[config.mk]
export PLATFORM = sky130hd
export DESIGN_NAME = soc_irq_ctrl
export DESIGN_NICKNAME = d
export VERILOG_FILES = /design/src/rtl/soc_irq_pkg.sv /design/src/rtl/soc_irq_arb.sv /design/src/rtl/soc_irq_ctrl.sv
export SDC_FILE = /design/constraint.sdc
export NUM_CORES = 1
export LEC_CHECK = 0
export ABC_AREA = 1
export ABC_CLOCK_PERIOD_IN_PS = 1330
export BUFFER_PORTS_ARGS = -buffer_cell sky130_fd_sc_hd__buf_2
export CORE_ASPECT_RATIO = 1.25
export CORE_UTILIZATION = 46
export DETAILED_ROUTE_END_ITERATION = 10
export PLACE_DENSITY = 0.79
export SYNTH_ARGS = -nofsm -noshare
export SYNTH_HDL_FRONTEND = slang
export SYNTH_SLANG_ARGS = --single-unit
[constraint.sdc]
create_clock -name i_clk -period 1.33 [get_ports i_clk]
set_input_delay 0.133 -clock i_clk [delete_from_list [all_inputs] [get_ports i_clk]]
set_output_delay 0.133 -clock i_clk [all_outputs]
set_load 0.1 [all_outputs]
[src/rtl/soc_irq_pkg.sv]
// Shared constants for the SoC interrupt controller: MMIO word map and FSM state encoding.
package soc_irq_pkg;

    localparam int unsigned IRQ_ADDR_W = 2;

    localparam logic [IRQ_ADDR_W-1:0] IRQ_A_PEND = 2'd0;
    localparam logic [IRQ_ADDR_W-1:0] IRQ_A_EN   = 2'd1;
    localparam logic [IRQ_ADDR_W-1:0] IRQ_A_STAT = 2'd2;
    localparam logic [IRQ_ADDR_W-1:0] IRQ_A_SWI  = 2'd3;

    localparam logic [1:0] ST_IDLE    = 2'd0;
    localparam logic [1:0] ST_REQ     = 2'd1;
    localparam logic [1:0] ST_SERVICE = 2'd2;

endpackage

[src/rtl/soc_irq_arb.sv]
// Combinational arbiter: first set bit of req_i searching upward from start_i, wrapping at NUM_SRC.
module soc_irq_arb #(
    parameter int unsigned NUM_SRC = 4,
    parameter int unsigned VEC_W   = 3
) (
    input  logic [NUM_SRC-1:0] req_i,
    input  logic [VEC_W-1:0]   start_i,
    output logic [VEC_W-1:0]   win_o,
    output logic               any_o
);

    int unsigned idx;

    always_comb begin
        win_o = '0;
        any_o = 1'b0;
        idx   = 0;
        for (int unsigned i = 0; i < NUM_SRC; i++) begin
            idx = (32'(start_i) + i) % NUM_SRC;
            if (!any_o && (|(req_i & (NUM_SRC'(1) << idx)))) begin
                any_o = 1'b1;
                win_o = VEC_W'(idx);
            end
        end
    end

endmodule

[src/rtl/soc_irq_ctrl.sv]
// Interrupt controller: edge capture, enable mask, single-winner request/take/done handshake, 4-word MMIO.
// Define IRQ_CTRL_RR_EN for round-robin arbitration; default is fixed lowest-index priority.
module soc_irq_ctrl
    import soc_irq_pkg::*;
#(
    parameter int unsigned NUM_SRC = 4,
    parameter int unsigned DATA_W  = 16,
    parameter int unsigned VEC_W   = 3
) (
    input  logic                  i_clk,
    input  logic                  i_rst,
    input  logic [NUM_SRC-1:0]    i_src,
    input  logic                  i_sel,
    input  logic                  i_we,
    input  logic [IRQ_ADDR_W-1:0] i_addr,
    input  logic [DATA_W-1:0]     i_wdata,
    output logic [DATA_W-1:0]     o_rdata,
    output logic                  o_irq_req,
    output logic [VEC_W-1:0]      o_irq_vec,
    input  logic                  i_irq_take,
    input  logic                  i_irq_done,
    output logic                  o_in_irq
);

    logic [NUM_SRC-1:0] src_q;
    logic [NUM_SRC-1:0] pend_q, pend_d;
    logic [NUM_SRC-1:0] en_q, en_d;
    logic [1:0]         state_q, state_d;
    logic               req_q, req_d;
    logic [VEC_W-1:0]   vec_q, vec_d;
    logic [VEC_W-1:0]   act_q, act_d;
    logic               in_irq_q, in_irq_d;

    logic               wr_en;
    logic               take_ok;
    logic [NUM_SRC-1:0] set_bits;
    logic [NUM_SRC-1:0] clr_bits;
    logic [NUM_SRC-1:0] arb_req;
    logic [VEC_W-1:0]   arb_start;
    logic [VEC_W-1:0]   arb_win;
    logic               arb_any;
    logic               unused_wdata;

    assign unused_wdata = ^i_wdata[DATA_W-1:NUM_SRC];

    assign wr_en   = i_sel & i_we;
    assign take_ok = (state_q == ST_REQ) & req_q & i_irq_take;
    assign arb_req = pend_q & en_q;

    // Set events (edge, SWI) are ORed in after clears so a same-cycle set always wins.
    always_comb begin
        set_bits = (i_src & ~src_q);
        clr_bits = '0;
        en_d     = en_q;
        if (wr_en && (i_addr == IRQ_A_SWI)) begin
            set_bits = set_bits | i_wdata[NUM_SRC-1:0];
        end
        if (wr_en && (i_addr == IRQ_A_PEND)) begin
            clr_bits = i_wdata[NUM_SRC-1:0];
        end
        if (wr_en && (i_addr == IRQ_A_EN)) begin
            en_d = i_wdata[NUM_SRC-1:0];
        end
        if (take_ok) begin
            clr_bits = clr_bits | (NUM_SRC'(1) << vec_q);
        end
        pend_d = (pend_q & ~clr_bits) | set_bits;
    end

`ifdef IRQ_CTRL_RR_EN
    logic [VEC_W-1:0] last_q, last_d;

    assign last_d    = take_ok ? vec_q : last_q;
    assign arb_start = (last_q == VEC_W'(NUM_SRC - 1)) ? '0 : last_q + VEC_W'(1);

    always_ff @(posedge i_clk) begin
        if (i_rst) begin
            last_q <= VEC_W'(NUM_SRC - 1);
        end else begin
            last_q <= last_d;
        end
    end
`else
    assign arb_start = '0;
`endif

    soc_irq_arb #(
        .NUM_SRC (NUM_SRC),
        .VEC_W   (VEC_W)
    ) u_arb (
        .req_i   (arb_req),
        .start_i (arb_start),
        .win_o   (arb_win),
        .any_o   (arb_any)
    );

    always_comb begin
        state_d  = state_q;
        req_d    = req_q;
        vec_d    = vec_q;
        act_d    = act_q;
        in_irq_d = in_irq_q;
        case (state_q)
            ST_IDLE: begin
                if (arb_any) begin
                    state_d = ST_REQ;
                    req_d   = 1'b1;
                    vec_d   = arb_win;
                end
            end
            ST_REQ: begin
                if (take_ok) begin
                    state_d  = ST_SERVICE;
                    req_d    = 1'b0;
                    act_d    = vec_q;
                    in_irq_d = 1'b1;
                end else if (!arb_any) begin
                    state_d = ST_IDLE;
                    req_d   = 1'b0;
                end else begin
                    vec_d = arb_win;
                end
            end
            ST_SERVICE: begin
                if (i_irq_done) begin
                    state_d  = ST_IDLE;
                    in_irq_d = 1'b0;
                end
            end
            default: begin
                state_d  = ST_IDLE;
                req_d    = 1'b0;
                in_irq_d = 1'b0;
            end
        endcase
    end

    always_ff @(posedge i_clk) begin
        if (i_rst) begin
            src_q    <= '0;
            pend_q   <= '0;
            en_q     <= '0;
            state_q  <= ST_IDLE;
            req_q    <= 1'b0;
            vec_q    <= '0;
            act_q    <= '0;
            in_irq_q <= 1'b0;
        end else begin
            src_q    <= i_src;
            pend_q   <= pend_d;
            en_q     <= en_d;
            state_q  <= state_d;
            req_q    <= req_d;
            vec_q    <= vec_d;
            act_q    <= act_d;
            in_irq_q <= in_irq_d;
        end
    end

    // Read mux; bits above the implemented sources read as zero.
    always_comb begin
        o_rdata = '0;
        case (i_addr)
            IRQ_A_PEND: o_rdata[NUM_SRC-1:0] = pend_q;
            IRQ_A_EN:   o_rdata[NUM_SRC-1:0] = en_q;
            IRQ_A_STAT: o_rdata[VEC_W:0]     = {in_irq_q, act_q};
            default:    o_rdata              = '0;
        endcase
    end

    assign o_irq_req = req_q;
    assign o_irq_vec = vec_q;
    assign o_in_irq  = in_irq_q;

endmodule

After elaboration in Yosys (flattened, before gate mapping). Index checks and enable logic that the tools add are counted.

Register bits after elaboration: 22. Bits of input ports: 28. Output and inout bits: 21. Logic and storage cells: 75.

Mux-type cells: 26. Bitwise logic cells: 13. Reduce and logical (&&, ||, !) cells: 17. Shift operators: 1. Equal/unequal tests: 10.

Operators by type and width (number): 4-bit AND (3); 2-bit 2-to-1 mux (6); 4-bit 2-to-1 mux (3); 4-bit OR (3); 4-bit one-hot mux with 3 select lines (1); 1-bit 2-to-1 mux (10); 3-bit AND reduction (3); 2-bit != test, second input constant (4); 4-bit inverter (2); 2-bit == test, second input constant (3); 1-bit logical AND (6); 3-bit 2-to-1 mux (2); 1-bit one-hot mux with 3 select lines (2); 2-bit one-hot mux with 3 select lines (1); 3-bit one-hot mux with 2 select lines (1); 2-bit by 1-bit == test with 1-bit output, second input constant (2); 2-bit zero test (2); 2-bit AND reduction (2); 1-bit by 3-bit left shift with 4-bit output, first input constant (1); 1-bit AND (3); 1-bit zero test (3); 3-bit != test, second input constant (1); 1-bit inverter (2); 2-bit nonzero test (1).

Depth between registers and ports, before layout.
Depth in word-level cells: 14. Depth in mapped cells: 8. Mapped depth without buffers: 8.

Cells and area by module. A second synthesis with hierarchy kept.

Cells, all modules: 226. Area, all modules: 1430.1 sq um.

By module, submodules not included: soc_irq_ctrl (instances 1, cells an instance 168, area each 1129.8 sq um, sequential area each 440.4 sq um); soc_irq_arb (instances 1, cells an instance 58, area each 300.3 sq um, sequential area each 0.0 sq um).

Worst setup path after synthesis. Ideal clock, no wire load.

Path kind: register to output. Start point: register act_q[1]. End point: output o_rdata[1]. Stages on the path, launching flop included: 3. Data required time: 1.197 ns. Buffers on the path: 0. Data arrival time: 2.657 ns. Setup slack: -1.460 ns. Cells stage by stage: dfxtp_1 -> inv_1 -> o311ai_1.

Word-level cells in the longest chain between the ends: 1.

Ends and longest elaborated chain: start, declared (line soc_irq_ctrl.sv:31) `logic [VEC_W-1:0] act_q, act_d;`; start signal, assigned (line soc_irq_ctrl.sv:155) `act_q <= act_d;`; 4-bit one-hot mux with 3 select lines (line soc_irq_ctrl.sv:163) `case (i_addr)`; end, declared (line soc_irq_ctrl.sv:17) `output logic [DATA_W-1:0] o_rdata,`.

Every way passes these cells.

Worst setup path in the final report. Ends and elaborated chain as after synthesis.

==> qor.yml <==
placed_design:
  dpl.hpwl_um: 1830
  gp_congestion: 0.828
  place_ws_ps: 209
  port_buffers: 23
setup_path:
  setup.worst_path.end_class: "output port"
  worstPathBufferInverterCount: 2
  required_ps: 1200
  crit_family: "flip-flops"
  crit_chain: "inv_2 -> o311ai_4 -> buf_12"
  crit_slowest_cell: "dfxtp_2"
  cp_max_fo: 2
  critPathMaxStageDelay_ps: 340
  crit_type: "reg2out"
  critPathArrivalTime_ps: 1150
  crit_path_start_kind: "register"
pwr:
  power_mw: 1.45
  leakagePower_nw: 0.614
  ir_drop_uv: 970
  power_density_nw_per_um2: 1080
final_layout:
  nets: 204
  multi_input_area_um2: 607
  n_fill_cell: 208
  seq_area_um2: 409
  antenna_cells: 0
  drive_above_1_share: 0.343
  syn2layout_area_growth_pct: 21.9
floorplanning:
  dieArea_um2: 2600
  die_h_um: 56.8
  pin_count: 49
  initial_utilization: 0.494
  die_w_um: 45.8
  core-area_um2: 2230
  row_count: 19
clocking:
  clock-root-buffer: "clkbuf_4"
  cts_tree: "built"
  clk_pin_slew_ps: 120
  cts_made_buffers: 3
  cts_sinks: 20
  cts.path.max_buffers: 2
  htree_levels: 1
  insertion_delay_ps: 310
routing:
  wl_um: 2290
  vias: 1010
  drtPass1Iterations: 4
  drc_errors: 0
  drt_iter0_markers: 21
  ant_nets: 0
  wire_per_inst_um: 11.1
  viasPerCell: 4.90
sta:
  max_freq_mhz: 779
  drv_slew: 0
  setup_slack_ps: 46.9
  grt_setup_unrepaired: "yes"
  fin_crit_ps: 1280
  setup_viol: 0
  fin_skew_ps: 3.92
  setup_tns_ps: 0
  finalCritPeriodShare: 0.965
  finalHoldViolCount: 0
status:
  status: "finished clean"
yosys:
  async_reset_ff_frac: 0
  yosysMostFrequentCell: "nand2_1"
  syn_inst: 151
  synthTopCellsByCount: "nand2_1, dfxtp_1, nor2_1"
  synth_area_leaders: "dfxtp_1, nand2_1, buf_4, nand3_1, nor2_1"
  yosysSeqAreaShare: 0.362
  synth_edf_count: 0
  yosysTopAreaCell: "dfxtp_1"
  yosysWarnings: 0
  yosysTopAreaCellShare: 0.362
  ys_seq_elements: 20
  synth_area_per_cell_um2: 7.32
  synthFlopType: "dfxtp_1"
  synth_cell_types: 28
  syn_area_um2: 1100
global_routing:
  grt_pass1_vias: 949
  track_usage: 0.199
  grt_pass1_wl_um: 3790
  grt_busiest_layer: "met2"
  use_met2: 0.337
  grt_max_degree: 17
  use_met3: 0.0322
  antenna_found_initial: 0
  grt_use_met1: 0.224
  gr-total-overflow: 0
hold_path:
  hold_class: "in2reg"
run:
  cap_violations: 0
## registers in the layout, summed over array words and instances (netlist names)
| signal | cells |
|---|---|
| o_in_irq | 1 |
| pend_q | 4 |
| src_q | 4 |
| state_q | 2 |
| en_q | 4 |
| act_q | 2 |
| o_irq_vec | 2 |
| o_irq_req | 1 |
## tightest hold or removal path, cell delays in order
cell,delay [ps]
buf_2,70
inv_1,30
nor2_1,70
## power breakdown
part           internal [mW]  switching (mW)  total, mW
Clock                  0.230           0.195      0.425
Sequential             0.623          0.0200      0.643
Combinational         0.0769           0.308      0.384
## layout by cell type, fill, tap and decap left out, types with 2 or more instances in the layout
cell      synthesis  routed
nand2_2           4       4
nand2_1          30      30
dfxtp_2           0       4
buf_12            0       4
inv_1            11      10
a31oi_1           3       3
nand3_1          14      13
nor2_2            2       2
nor2_4            2       2
conb_1            1      13
a21oi_1           6       6
dfxtp_1          20      15
clkbuf_4          0       4
buf_2             1      18
nor2_1           17      17
inv_2             5       6
a21oi_2           4       4
or2_2             2       2
o21ai_1           5       5
## area by class of cell
type | count | area share
Clock buffer | 4 | 0.0353
Inverter | 17 | 0.0493
Multi-Input combinational cell | 111 | 0.451
Sequential cell | 20 | 0.304
Tap cell | 31 | 0.0288
Timing Repair Buffer | 23 | 0.132
## routing by layer
layer  up-vias  part of all wire  wire, um
li1        506                 -         -
met5         -                 0         0
met2        45              0.53      1210
met3         8             0.049       112
met4         0             0.026        60
met1       451              0.40       908
## cells by family after synthesis
kind of cell | share of synthesized area
other | 0.00339
DFF | 0.362
AOI/OAI and AO/OA | 0.126
buffers and inverters | 0.156
and+or+nand+nor | 0.352
## per-stage QoR
stage | hold slack (ps) | std cells | instance area, um^2 | util
6_report | 26.8 | 206 | 1350 | 0.602
5_1_grt | 36.6 | 206 | 1350 | 0.602
3_5_place_dp | 353 | 202 | 1290 | 0.580
4_1_cts | 26.8 | 206 | 1340 | 0.601
3_3_place_gp | 344 | 202 | 1290 | 0.580
2_1_floorplan | 253 | 163 | 1190 | -
## worst paths after layout
check                  start            to  slack, ps  depth (start not counted)
setup / recovery    act_q[1]    o_rdata[1]         50                          3
hold / removal      i_src[1]      src_q[1]         30                          3
setup reg to reg  state_q[1]  o_irq_vec[0]        150                          7
hold reg to reg     act_q[0]      act_q[0]        490                          2
## timing repair
action                     4_1_cts  5_1_grt
setup endpoints to repair        1        2
gates resized for setup          0        3
hold buffers                     0        0
pin swaps                        1        0
buffers inserted                 0        0
Note: power is estimated with default switching activity, not from simulation.
